File: src/rtl/uart_pkg.sv
// uart_pkg: shared states, defaults and sampling-point helper for the oversampled UART receiver.
package uart_pkg;
  typedef enum logic [2:0] {IDLE, START, DATA, STOP, BREAK} rx_state_e;
  localparam int OVERSAMPLE_DEF = 16;
  localparam int DATA_BITS_DEF = 8;
  function automatic int vote_idx(input int os);
    return os / 2 + 1;
  endfunction
endpackage

File: src/rtl/uart_rx_sampler.sv
// uart_rx_sampler: synchronizes the rx pin and majority-votes the last three ticked samples.
module uart_rx_sampler (
  input  logic clk,
  input  logic nReset,
  input  logic en,
  input  logic in,
  output logic sync,
  output logic vote
);
  logic [1:0] r_sync;
  logic [2:0] r_hist;
  always_ff @(posedge clk or negedge nReset) begin
    if (!nReset) begin
      r_sync <= '1;
      r_hist <= '1;
    end else begin
      r_sync <= {r_sync[0], in};
      if (en) r_hist <= {r_hist[1:0], r_sync[1]};
    end
  end
  assign sync = r_sync[1];
  assign vote = (r_hist[0] & r_hist[1]) | (r_hist[0] & r_hist[2]) | (r_hist[1] & r_hist[2]);
endmodule

File: src/rtl/uart_rx_oversampled.sv
// uart_rx_oversampled: oversampling UART receiver with majority voting, false-start rejection and break detection.
module uart_rx_oversampled import uart_pkg::*; #(
  parameter int OVERSAMPLE = OVERSAMPLE_DEF,
  parameter int DATA_BITS  = DATA_BITS_DEF
) (
  input  logic       clk,
  input  logic       nReset,
  input  logic       en,
  input  logic       in,
  output logic [7:0] data,
  output logic       done,
  output logic       err,
  output logic       brk,
  output logic       busy
);
  localparam int CW = $clog2(OVERSAMPLE);
  localparam int IW = $clog2(DATA_BITS);
  localparam logic [CW-1:0] LAST = CW'(OVERSAMPLE - 1);
  localparam logic [CW-1:0] VT = CW'(vote_idx(OVERSAMPLE));
  localparam logic [IW-1:0] LAST_BIT = IW'(DATA_BITS - 1);
  rx_state_e r_state, w_state_n;
  logic [CW-1:0] r_cnt, w_cnt_n;
  logic [IW-1:0] r_idx, w_idx_n;
  logic [DATA_BITS-1:0] r_shift, w_shift_n;
  logic [7:0] r_data, w_data_n;
  logic r_done, r_err, w_done_n, w_err_n;
  logic w_sync, w_vote, w_vt, w_wrap;
  uart_rx_sampler u_sampler (
    .clk(clk), .nReset(nReset), .en(en), .in(in), .sync(w_sync), .vote(w_vote)
  );
  assign w_vt = en && r_cnt == VT;
  assign w_wrap = r_cnt == LAST;
  always_ff @(posedge clk or negedge nReset) begin
    if (!nReset) begin
      r_state <= IDLE;
      r_cnt   <= '0;
      r_idx   <= '0;
      r_shift <= '0;
      r_data  <= '0;
      r_done  <= 1'b0;
      r_err   <= 1'b0;
    end else begin
      r_state <= w_state_n;
      r_cnt   <= w_cnt_n;
      r_idx   <= w_idx_n;
      r_shift <= w_shift_n;
      r_data  <= w_data_n;
      r_done  <= w_done_n;
      r_err   <= w_err_n;
    end
  end
  always_comb begin
    w_state_n = r_state;
    w_cnt_n   = r_cnt;
    w_idx_n   = r_idx;
    w_shift_n = r_shift;
    w_data_n  = r_data;
    w_done_n  = 1'b0;
    w_err_n   = 1'b0;
    if (en) begin
      w_cnt_n = w_wrap ? '0 : r_cnt + 1'b1;
      case (r_state)
        IDLE: begin
          w_cnt_n = w_sync ? '0 : CW'(1);
          w_state_n = w_sync ? IDLE : START;
        end
        START: begin
          if (w_vt && w_vote) begin
            w_state_n = IDLE;
            w_cnt_n = '0;
          end else if (w_wrap) begin
            w_state_n = DATA;
            w_idx_n = '0;
          end
        end
        DATA: begin
          if (w_vt) w_shift_n = {w_vote, r_shift[DATA_BITS-1:1]};
          if (w_wrap) begin
            w_state_n = r_idx == LAST_BIT ? STOP : DATA;
            w_idx_n = r_idx == LAST_BIT ? r_idx : r_idx + 1'b1;
          end
        end
        STOP: begin
          // Finish at the stop-bit midpoint so a following start edge is never missed.
          if (w_vt) begin
            w_cnt_n = '0;
            w_done_n = w_vote;
            w_err_n = !w_vote;
            w_data_n = w_vote ? 8'(r_shift) : r_data;
            w_state_n = w_vote ? IDLE : (r_shift == '0 ? BREAK : IDLE);
          end
        end
        BREAK: begin
          w_cnt_n = '0;
          w_state_n = w_sync ? IDLE : BREAK;
        end
        default: w_state_n = IDLE;
      endcase
    end
  end
  assign data = r_data;
  assign done = r_done;
  assign err  = r_err;
  assign brk  = r_state == BREAK;
  assign busy = r_state != IDLE;
endmodule

File: config.mk
export PLATFORM = sky130hd
export DESIGN_NAME = uart_rx_oversampled
export DESIGN_NICKNAME = d
export VERILOG_FILES = /design/src/rtl/uart_pkg.sv /design/src/rtl/uart_rx_sampler.sv /design/src/rtl/uart_rx_oversampled.sv
export SDC_FILE = /design/constraint.sdc
export NUM_CORES = 1
export LEC_CHECK = 0
export CORE_MARGIN = 3
export CORE_UTILIZATION = 50
export DETAILED_ROUTE_END_ITERATION = 12
export PLACE_DENSITY_LB_ADDON = 0.08
export SLEW_MARGIN = 5
export SYNTH_ARGS = -nofsm -noshare
export SYNTH_HDL_FRONTEND = slang
export SYNTH_HIERARCHICAL = 1
export SYNTH_SLANG_ARGS = --single-unit
File: constraint.sdc
create_clock -name clk -period 4.2 [get_ports clk]
set_clock_uncertainty 0.2 [all_clocks]
set_input_delay 0.42 -clock clk [delete_from_list [all_inputs] [get_ports clk]]
set_output_delay 0.42 -clock clk [all_outputs]
set_load 0.02 [all_outputs]
== Yosys cells after proc, flatten, opt, wreduce, memory -nomap -nowiden ==
Index checks and enable logic that the tools add are counted.
Word-level totals
  bits in registers: 33
  bits of input ports: 4
  output and inout bits: 12
  logic and storage cells: 66
Operators by class
  add/sub/neg operators: 2
  equality and inequality tests: 13
  muxes and demuxes: 26
  bitwise logic cells: 5
  reductions and logical operators: 11
Operators by type and width (count)
  3-bit two-way mux: 11
  4-bit one-hot mux with 4 select lines: 1
  3-bit one-hot mux with 5 select lines: 1
  4-bit two-way mux: 3
  2-bit inequality test (second input constant): 5
  1-bit two-way mux: 9
  4-bit equality test (second input constant): 2
  8-bit logical NOT: 1
  4-bit AND reduction: 2
  3-bit by 2-bit equality test with 1-bit output (second input constant): 2
  3-bit equality test (second input constant): 2
  3-bit one-hot mux with 2 select lines: 1
  6-bit AND reduction: 1
  4-bit by 1-bit adder with 4-bit output (second input constant): 1
  3-bit by 1-bit adder with 3-bit output (second input constant): 1
  1-bit bitwise AND: 3
  3-bit by 1-bit equality test with 1-bit output (second input constant): 1
  3-bit logical NOT: 1
  3-bit inequality test (second input constant): 1
  3-bit AND reduction: 1
  3-bit nonzero test: 1
  1-bit logical AND: 2
  1-bit OR: 2
  2-bit nonzero test: 1
  1-bit logical NOT: 1

== Longest topological paths before layout ==
Gate-level depths: netlist of run 1.
  depth in word-level cells: 7
  mapped depth: 6
  gate-level depth less buffers: 6

== By module ==
The synthesis of run 1 kept the hierarchy.
Modules (own cells, without submodules)
  uart_rx_oversampled: instances 1, cells each 113, area each 1366.3 µm², sequential area each 700.7 µm²
  uart_rx_sampler: instances 1, cells each 9, area each 176.4 µm², sequential area each 131.4 µm²

== Worst setup path after synthesis of run 1 ==
OpenSTA, ideal clock, no wires.
  path kind: reg2reg
  start: register r_cnt[1]
  end: register r_shift[0]
  arrival time: 1.558 ns
  data required time: 3.875 ns
  path slack: 2.317 ns
  stages on the path, launching flop included: 7
  buffers on the path: 1
  period minus slack after synthesis: 1.883 ns
  cell sequence: dfrtp_1 > inv_1 > ha_1 > nand4b_4 > or3_1 > buf_6 > mux2_4
Between the ends
  longest elaborated chain between the ends: 3
Ends and longest elaborated chain
  from (decl): line uart_rx_oversampled.sv:22  | logic [CW-1:0] r_cnt, w_cnt_n;
  from (signal assigned): line uart_rx_oversampled.sv:44  | r_cnt <= w_cnt_n;
  4-bit equality test: line uart_rx_oversampled.sv:31  | assign w_vt = en && r_cnt == VT;
  1-bit logical AND: line uart_rx_oversampled.sv:31
  3-bit AND reduction (no line)
  to (signal assigned): line uart_rx_oversampled.sv:46  | r_shift <= w_shift_n;
  to (decl): line uart_rx_oversampled.sv:24  | logic [DATA_BITS-1:0] r_shift, w_shift_n;
Every way passes these cells.
A chain may end at the register's enable or synchronous reset.

== Worst setup path after layout of run 1 ==
  start: register r_state[1]
  end: output port busy
Between the ends
  longest elaborated chain between the ends: 1
Ends and longest elaborated chain
  from (decl): line uart_rx_oversampled.sv:21  | rx_state_e r_state, w_state_n;
  from (signal assigned): line uart_rx_oversampled.sv:43  | r_state <= w_state_n;
  3-bit nonzero test: line uart_rx_oversampled.sv:105  | assign busy = r_state != IDLE;
  to (decl): line uart_rx_oversampled.sv:14  | output logic busy
Every way passes these cells.

==> metrics, run 1 <==
status=complete, no violations; synthesized-area fraction occupied by and/or/nand/nor cells=12.9%; clk root buf=sky130_fd_sc_hd__clkbuf_4; highest-delay cell along the critical path=sky130_fd_sc_hd__clkdlybuf4s50_1; number of global-route vias before repair=945; Max H-tree Level=2; CP cell instances=or3_1 > clkdlybuf4s50_1; post-synthesis cell count=122; largest family of logic cells by synthesized area=multiplexers; count of placed standard cells including taps=164; Critical Path Sink Type=primary output; final routed wire length divided by cell count=15.0 µm; Data arrival, critical path=1.83 ns; adder-cell share of the synthesized area=3.97%; unrepaired setup endpoints after global routing=no; commonest cells after routing, fill and taps aside=sky130_fd_sc_hd__dfrtp_1, sky130_fd_sc_hd__clkdlybuf4s50_1, sky130_fd_sc_hd__mux2_2; register area share after synthesis=53.9%; flop and latch count out of synthesis=33; number of buffers added for setup after CTS=0; share of cell area taken by muxes after synthesis=16.5%; share of layout cells above drive strength 1=27.7%; antenna violations before repair=0; mean instance size in the synthesized netlist=12.6 µm²; total count of hold-check failures in the final report=0; non-filler instance count after layout=172; Total Die Area=3790 µm²; Bufs on Longest Clock Path=2; area grow syn2layout=16.4%; post-detailed-placement half-perimeter wirelength=1780 µm; # diodes=0; global-route congestion overflow total=0; area fraction in compound gates after synthesis=9.57%; Worst Path Class, Setup=flop to primary output; storage element area=832 µm²; DRC marker count from the first detailed-route iteration=38; number of fill cells in the layout=230; latest clock arrival within the worst-skew pair=0.34 ns; Core Area=2850 µm²; final setup violation count=0; RePlAce Congestion=0.824; worst path bufs/invs=1; multi-input combinational cell area=663 µm²; vias per cell=6.01; most common cell after layout, fill and taps aside=sky130_fd_sc_hd__dfrtp_1; DRT Wirelength=2590 µm; Worst Setup Start Kind=flop; all-layer global routing usage=16.2%; worst-case vdd ir drop=328 µV; count of nets left with antenna violations after detail routing=0; family with the most delay on the worst path=buffers and inverters; yosys warns=6; Slew Limit Headroom=59.9%; P per Cell Area=440 nW/µm²; fraction of registers with async set/reset=100%; period utilization=58.4%; area share of xor/xnor cells in the synthesized design=0%; fmax=0.408 GHz; Most used DFF post-synth=sky130_fd_sc_hd__dfrtp_1; boundary pin count=16; post-synthesis instance area=1540 µm²; total of buffers placed on input and output ports=15; class of the tightest hold or removal check=flop to flop; post-synthesis net count=130; Detailed Routing Iterations Pass 1=4; measured slew at the worst slew-check pin=0.599 ns; Period minus WS final=2.45 ns; count of flip-flops with a built-in enable after synthesis=0; overall die width=61.5 µm; Initial Util=54.1%; data required time at the worst endpoint=3.58 ns; largest net degree at the start of global routing=34; die boundary height=61.5 µm; Vias=1,033; clock tree from TritonCTS=built; Synth cell types=34; total clock buffers created by CTS=5; peak fanout along the critical path=11; longest individual stage delay on the worst path=0.56 ns; layout net count=148; wire length of the first global-routing pass=4330 µm; post-cts repair resize count=0; number of clock sinks seen by CTS=33; max-slew violation total from the final report=0; Std-Cell Rows=19; CTS Hold Buffers Added=0; clock slew at reported path FFs=0.10 ns; DRC errors left=0; setup_tns=0 ns; Leakage=0.902 nW; MaxCap Viol Count=0
-- worst paths after layout --
kind	endpoint	start	cells past startpoint	slack, ns
worst max-delay path	busy	r_state[1]	2	1.75
worst min-delay path	u_sampler/r_sync[1]	u_sampler/r_sync[0]	0	0.16
worst max register to register	r_shift[0]	r_cnt[1]	5	2.06
worst min register to register	u_sampler/r_sync[1]	u_sampler/r_sync[0]	0	0.16
max in group asynchronous	u_sampler/r_sync[0]	nReset	2	3.20
min in group asynchronous	r_state[1]	nReset	2	0.26
-- flip-flops by register name, summed over array words and instances (netlist names) --
| name | cells |
|---|---|
| data | 8 |
| r_shift | 8 |
| r_cnt | 4 |
| r_idx | 3 |
| r_state | 3 |
| u_sampler/r_hist | 3 |
| u_sampler/r_sync | 2 |
| done | 1 |
| err | 1 |
-- area by class of cell --
cell class	instances	share of cell area, %
inverter	5	1.05
tap	31	2.16
multi-input combinational	79	36.9
sequential	33	46.3
clock buffer	7	3.07
timing repair buffer	16	8.78
clock inverter	1	1.67
-- metrics by stage --
| step | total power, mW | util, % | hold slack (ns) | setup slack, ns | cell area [µm²] |
|---|---|---|---|---|---|
| 6_report | 0.789 | 62.9 | 0.163 | 1.75 | 1800 |
| 5_1_grt | 0.836 | 62.9 | 0.167 | 1.69 | 1800 |
| 4_1_cts | 0.799 | 62.9 | 0.165 | 1.75 | 1800 |
| 3_5_place_dp | 0.543 | 60.0 | 0.150 | 1.45 | 1710 |
| 3_3_place_gp | 0.538 | 60.0 | 0.150 | 1.51 | 1710 |
| 2_1_floorplan | 0.501 | - | -0.0756 | 2.32 | 1540 |
-- worst register-to-register path, stage by stage, from the launching register on --
cell and delay, ns:
sky130_fd_sc_hd__dfrtp_1 0.43, sky130_fd_sc_hd__inv_1 0.09, sky130_fd_sc_hd__ha_1 0.22, sky130_fd_sc_hd__nand4b_4 0.13
sky130_fd_sc_hd__or3_1 0.60, sky130_fd_sc_hd__mux2_4 0.38
-- per-layer routing --
metal  wire length (µm)  track usage [%]
met3                145             5.24
met5                  0                0
met1               1230             21.2
met4                 57             11.2
met2               1160             22.4
-- cells in the mapped netlist, types with 2 or more instances --
cell type                  count  area share, %
sky130_fd_sc_hd__a21o_1        2           0.97
sky130_fd_sc_hd__a21oi_1       5            1.6
sky130_fd_sc_hd__a22o_1        2            1.1
sky130_fd_sc_hd__buf_2         2           0.65
sky130_fd_sc_hd__clkbuf_1      2           0.49
sky130_fd_sc_hd__dfrtp_1      28             45
sky130_fd_sc_hd__dfstp_2       5            8.5
sky130_fd_sc_hd__ha_1          4            3.2
sky130_fd_sc_hd__inv_1         5            1.2
sky130_fd_sc_hd__mux2_2       12            8.8
sky130_fd_sc_hd__mux2_4        8            7.8
sky130_fd_sc_hd__nand2_1       4           0.97
sky130_fd_sc_hd__nand2b_1      3            1.2
sky130_fd_sc_hd__nand4_1       2           0.81
sky130_fd_sc_hd__nor2_1        5            1.2
sky130_fd_sc_hd__nor3_1        6            1.9
sky130_fd_sc_hd__nor4_1        3            1.2
sky130_fd_sc_hd__o21ai_0       7            2.3
sky130_fd_sc_hd__or3_1         2           0.81
-- power breakdown --
part / internal, mW / switching (mW) / leakage (nW)
Clock: 0.142 / 0.109 / 0.0455
Sequential: 0.348 / 0.0468 / 0.436
Combinational: 0.0690 / 0.0752 / 0.421
-- cell families (layout without fill, tap and decap cells) --
family / Yosys count / after routing
adder cells (fa/ha/maj): 5 / 5
multiplexers: 20 / 20
flip-flops: 33 / 33
AO/OA/AOI/OAI: 22 / 22
AND/OR/NAND/NOR: 32 / 32
buffers and inverters: 10 / 29
No activity file was read; power rests on OpenSTA's default activity.
==> run 2: changes to the inputs <==
Clock period 4.2 ns to 2.35 ns, I/O delays scaled along.
==> run 2 against run 1 <==
Against the previous run:
- count of clock-buffer cells in the layout unchanged
- hold slack worse by 0.081 ns
- largest power group unchanged
- total power up 77%
- register-to-register slack worse by 1.8 ns
- design area up 0.42%
- sequential share of layout area down 0.19 points
- global-route usage down 0.34 points
- flip-flop and latch count unchanged
- critical path type unchanged
- cell count up 0.58%
- utilization up 0.26 points
- critical endpoint unchanged
- sequential power up 78%
- via count down 3.1%
==> metrics, run 2 (synthesized netlist as in run 1, its figures left out) <==
commonest cells after routing, fill and taps aside=sky130_fd_sc_hd__dfrtp_1, sky130_fd_sc_hd__clkdlybuf4s50_1, sky130_fd_sc_hd__mux2_2 (unchanged); worst path setup slack after routing=0.126 ns (was 1.75 ns); startpoint of the most critical register-to-register path=r_cnt[1] (unchanged); data required time at the worst endpoint=1.91 ns (was 3.58 ns); count of nets left with antenna violations after detail routing=0 (unchanged); setup_tns=0 ns (unchanged); DRT Wirelength=2530 µm (was 2590 µm); Leakage=0.907 nW (was 0.902 nW); combinational share of power=18.4% (was 18.3%); # diodes=0 (unchanged); clock tree from TritonCTS=built (unchanged); measured slew at the worst slew-check pin=0.499 ns (was 0.599 ns); RePlAce Congestion=0.753 (was 0.824); final setup violation count=0 (unchanged); area after detailed placement=1720 µm² (was 1710 µm²); clock slew at reported path FFs=0.10 ns (about the same); MaxCap Viol Count=0 (unchanged); sequential cell fraction of total power=50.3% (was 50.0%); number of fill cells in the layout=234 (was 230); reg2reg setup slack=0.26 ns (was 2.06 ns); part of the power in the clock network=31.4% (was 31.8%); period utilization=94.7%; die boundary height=61.5 µm (unchanged); highest-delay cell along the critical path=sky130_fd_sc_hd__clkdlybuf4s50_1 (unchanged); FF-to-FF path depth=5 (unchanged); unrepaired setup endpoints after global routing=no (unchanged); Layout Cell Area excl Fill=1800 µm² (about the same); fraction of power spent switching nets=28.4% (was 29.2%); peak fanout along the critical path=10 (was 11); largest net degree at the start of global routing=34 (unchanged); total clock buffers created by CTS=5 (unchanged); max-slew violation total from the final report=0 (unchanged); Fin Hold WS=0.0813 ns (was 0.163 ns); all-layer global routing usage=15.8% (was 16.2%); non-filler instance count after layout=173 (was 172); vias per cell=5.79 (was 6.01); setup slack at placement=0.123 ns (was 1.45 ns); fmax=0.450 GHz; antenna violations before repair=0 (unchanged); Data arrival, critical path=1.79 ns (was 1.83 ns); latest clock arrival within the worst-skew pair=0.34 ns (about the same); P per Cell Area=775 nW/µm² (was 440 nW/µm²); post-cts repair resize count=0 (unchanged); DRC errors left=0 (unchanged); boundary pin count=16 (unchanged); post-detailed-placement half-perimeter wirelength=1860 µm (was 1780 µm); status=complete, no violations (unchanged); worst-case vdd ir drop=338 µV (was 328 µV); CP cell instances=or3_1 > clkdlybuf4s50_1 (unchanged); final routed wire length divided by cell count=14.6 µm (was 15.0 µm); end of the worst register-to-register path=r_shift[4] (was r_shift[0]); Max H-tree Level=2 (unchanged); Detailed Routing Iterations Pass 1=4 (unchanged); longest individual stage delay on the worst path=0.55 ns (was 0.56 ns); Std-Cell Rows=19 (unchanged); overall die width=61.5 µm (unchanged); Vias=1,001 (was 1,033); Worst Path Class, Setup=flop to primary output (unchanged); Period minus WS final=2.22 ns; global-route congestion overflow total=0 (unchanged); number of buffers added for setup after CTS=0 (unchanged); Worst Setup Start Kind=flop (unchanged); layout net count=149 (was 148); number of global-route vias before repair=916 (was 945); class of the tightest hold or removal check=input pin to async pin (was flop to flop); CTS Hold Buffers Added=0 (unchanged); count of placed standard cells including taps=165 (was 164); Total Die Area=3790 µm² (unchanged); clk root buf=sky130_fd_sc_hd__clkbuf_4 (unchanged); area grow syn2layout=16.9% (was 16.4%); total of buffers placed on input and output ports=15 (unchanged); number of clock sinks seen by CTS=33 (unchanged); Initial Util=54.1% (unchanged); total count of hold-check failures in the final report=0 (unchanged); Internal=1.00 mW (was 0.559 mW); most common cell after layout, fill and taps aside=sky130_fd_sc_hd__dfrtp_1 (unchanged); DRC marker count from the first detailed-route iteration=31 (was 38); wire length of the first global-routing pass=4200 µm (was 4330 µm); Core Area=2850 µm² (unchanged); switching power=0.397 mW (was 0.231 mW); Slew Limit Headroom=66.4% (was 59.9%); Critical Path Sink Type=primary output (unchanged); share of layout cells above drive strength 1=28.2% (was 27.7%); Bufs on Longest Clock Path=2 (unchanged)
-- run 2: cell count changes in the layout (fill, tap and decap cells not counted) --
cell / change
sky130_fd_sc_hd__buf_4: +1
-- run 2: layout make-up --
| type | count | area (µm²) | area share [%] |
|---|---|---|---|
| tap | 31 | 38.8 | 2.15 |
| inverter | 5 | 18.8 | 1.04 |
| sequential | 33 | 832 | 46.1 |
| clock buffer | 7 | 55.1 | 3.05 |
| clock inverter | 1 | 30.0 | 1.67 |
| timing repair buffer | 17 | 165 | 9.16 |
| multi-input combinational | 79 | 663 | 36.8 |
-- run 2: power groups by stage --
stage                     clock (mW)  sequential, mW  combinational (mW)
after floorplan                    0           0.671               0.225
after global placement             0           0.712               0.251
after detailed placement           0           0.713               0.261
after CTS                      0.455           0.702               0.261
after global routing           0.477           0.715               0.290
final                          0.438           0.702               0.256
-- run 2: per-stage QoR --
step,power (mW),util [%]
after global routing,1.48,63.2
after floorplan,0.896,-
after CTS,1.42,63.2
after detailed placement,0.974,60.2
final,1.40,63.2
after global placement,0.963,60.2
-- run 2: critical path: cells and delay by family (launching register included) --
kind	cells	cell delay, ns
flip-flops	1	0.48
AND/OR/NAND/NOR	1	0.42
buffers and inverters	1	0.55
-- run 2: worst max-delay path by stage --
| stage | start | end | depth (start not counted) |
|---|---|---|---|
| detailed placement | en | r_shift[0] | 4 |
| global placement | en | r_shift[1] | 4 |
| global route | r_state[1] | busy | 2 |
| finish | r_state[2] | busy | 2 |
| floorplan | r_cnt[1] | r_shift[0] | 6 |
| CTS | r_state[2] | busy | 2 |
-- run 2: layer usage --
metal  GRT usage, %  vias to the layer above  wire length (µm)
li1               -                      483                 -
met1           19.9                      489              1180
met2           23.9                       24              1180
met3           5.66                        5               131
met4           8.18                        0                45
met5              0                        -                 0
==> run 3: changes to the inputs <==
Settings changed: CORE_MARGIN 3 to 2.
==> run 3 against run 2 <==
Against the previous run:
- via count is 3.2% higher
- routed wire length is 6.1% higher
- non-clock buffer count stayed put
- first-iteration DRC count is 26% higher
- global-route usage is 2.2 points higher
- die area is 6.4% lower
- cell count is 1.2% higher
- design area is 0.14% higher
- hold slack better by 0.011 ns
- largest power group unchanged
- count of clock-buffer cells in the layout stayed put
- utilization is 3.1 points lower
==> metrics, run 3 (synthesized netlist as in run 1, its figures left out) <==
count of nets left with antenna violations after detail routing=0 (unchanged); number of clock sinks seen by CTS=33 (unchanged); data required time at the worst endpoint=1.91 ns (about the same); FF-to-FF path depth=5 (unchanged); met3 wire length=128 µm (was 131 µm); Detailed Routing Iterations Pass 1=4 (unchanged); antenna violations before repair=0 (unchanged); Fin Hold WS=0.0927 ns (was 0.0813 ns); Leakage=0.907 nW (unchanged); Max H-tree Level=2 (unchanged); part of the power in the clock network=31.6% (was 31.4%); status=complete, no violations (unchanged); Core Area=3000 µm² (was 2850 µm²); fmax=0.449 GHz (was 0.450 GHz); Worst Path Class, Setup=flop to primary output (unchanged); clock tree from TritonCTS=built (unchanged); DRT Wirelength=2690 µm (was 2530 µm); Std-Cell Rows=20 (was 19); clock slew at reported path FFs=0.10 ns (about the same); wire length of the first global-routing pass=4560 µm (was 4200 µm); commonest cells after routing, fill and taps aside=sky130_fd_sc_hd__dfrtp_1, sky130_fd_sc_hd__clkdlybuf4s50_1, sky130_fd_sc_hd__mux2_2 (unchanged); sequential cell fraction of total power=50.0% (was 50.3%); number of buffers added for setup after CTS=0 (unchanged); total clock buffers created by CTS=5 (unchanged); layout net count=149 (unchanged); total count of hold-check failures in the final report=0 (unchanged); crit path capture=busy (unchanged); post-cts repair resize count=0 (unchanged); boundary pin count=16 (unchanged); latest clock arrival within the worst-skew pair=0.33 ns (was 0.34 ns); number of global-route vias before repair=979 (was 916); final setup violation count=0 (unchanged); DRC marker count from the first detailed-route iteration=39 (was 31); class of the tightest hold or removal check=input pin to async pin (unchanged); DRC errors left=0 (unchanged); post-detailed-placement half-perimeter wirelength=1830 µm (was 1860 µm); P per Cell Area=779 nW/µm² (was 775 nW/µm²); number of fill cells in the layout=257 (was 234); measured slew at the worst slew-check pin=0.474 ns (was 0.499 ns); setup_tns=0 ns (unchanged); Total Die Area=3550 µm² (was 3790 µm²); all-layer global routing usage=18.0% (was 15.8%); Worst Setup Start Kind=flop (unchanged); multi-input combinational cell area=663 µm² (unchanged); Bufs on Longest Clock Path=2 (unchanged); # diodes=0 (unchanged); MaxCap Viol Count=0 (unchanged); storage element area=832 µm² (unchanged); worst-case vdd ir drop=530 µV (was 338 µV); overall die width=59.5 µm (was 61.5 µm); largest net degree at the start of global routing=34 (unchanged); routed length on met2=1300 µm (was 1180 µm); die boundary height=59.5 µm (was 61.5 µm); Critical Path Sink Type=primary output (unchanged); max-slew violation total from the final report=0 (unchanged); Slew Limit Headroom=68.1% (was 66.4%); global-route congestion overflow total=0 (unchanged); Vias=1,033 (was 1,001); clk root buf=sky130_fd_sc_hd__clkbuf_4 (unchanged); Initial Util=51.4% (was 54.1%); routed metal-1 wirelength=1200 µm (was 1180 µm); beginning of the critical path=r_state[1] (was r_state[2]); end of the worst register-to-register path=r_shift[0] (was r_shift[4]); Data arrival, critical path=1.79 ns (about the same); vias per cell=5.90 (was 5.79); most common cell after layout, fill and taps aside=sky130_fd_sc_hd__dfrtp_1 (unchanged); reg2reg setup slack=0.25 ns (was 0.26 ns); startpoint of the most critical register-to-register path=r_cnt[1] (unchanged); CTS Hold Buffers Added=0 (unchanged); unrepaired setup endpoints after global routing=no (unchanged); combinational share of power=18.4% (about the same); peak fanout along the critical path=11 (was 10); total of buffers placed on input and output ports=15 (unchanged); fraction of power spent switching nets=28.9% (was 28.4%); Period minus WS final=2.23 ns (was 2.22 ns); highest routing layer actually used=met4 (unchanged); switching power=0.406 mW (was 0.397 mW); share of layout cells above drive strength 1=28.2% (unchanged); Internal=1.00 mW (about the same); area grow syn2layout=17.0% (was 16.9%); RePlAce Congestion=0.780 (was 0.753); final routed wire length divided by cell count=15.3 µm (was 14.6 µm); period utilization=94.7% (about the same)
-- run 3: cell counts in the layout (fill, tap and decap cells not counted) --
No cell type changed its count.
-- run 3: worst max-delay path, stage by stage, from the launching register on --
cell and delay (ns):
sky130_fd_sc_hd__dfrtp_1 0.50, sky130_fd_sc_hd__or3_1 0.40, sky130_fd_sc_hd__clkdlybuf4s50_1 0.55
-- run 3: worst min-delay path by stage --
stage | end | slack [ns] | cells past startpoint
3_3_place_gp | u_sampler/r_sync[1] | 0.15 | 0
3_5_place_dp | u_sampler/r_sync[1] | 0.15 | 0
6_report | data[3] | 0.09 | 2
2_1_floorplan | data[0] | -0.26 | 0
4_1_cts | u_sampler/r_sync[0] | 0.09 | 1
5_1_grt | u_sampler/r_sync[0] | 0.08 | 1
-- run 3: final cells by class --
cell class / count / area share (%)
inverters: 5 / 1.04
repair buffers: 17 / 9.15
flip-flops and latches: 33 / 46.1
multi-input cells: 79 / 36.7
clock buffers: 7 / 3.05
clock inverters: 1 / 1.66
well taps: 33 / 2.29
-- run 3: metrics by stage --
step	cell area (µm²)	total power, mW	util [%]	worst slack [ns]	instances
final	1810	1.41	60.1	0.125	175
after global routing	1810	1.49	60.1	0.0275	175
after CTS	1810	1.42	60.1	0.110	175
after detailed placement	1720	0.973	57.3	0.168	167
after global placement	1720	0.959	57.3	0.194	167
after floorplan	1540	0.896	-	0.467	122
-- run 3: layer usage --
layer  track usage, %  vias up
li1                 -      477
met1             22.1      516
met2             28.1       31
met3             6.77        9
met4             8.57        0
met5                0        -
-- run 3: power groups by stage --
stage / Clock (mW) / Sequential (mW) / Combinational (mW)
6_report: 0.445 / 0.703 / 0.259
5_1_grt: 0.481 / 0.713 / 0.295
3_5_place_dp: 0 / 0.713 / 0.260
4_1_cts: 0.458 / 0.702 / 0.263
3_3_place_gp: 0 / 0.707 / 0.252
2_1_floorplan: 0 / 0.671 / 0.225
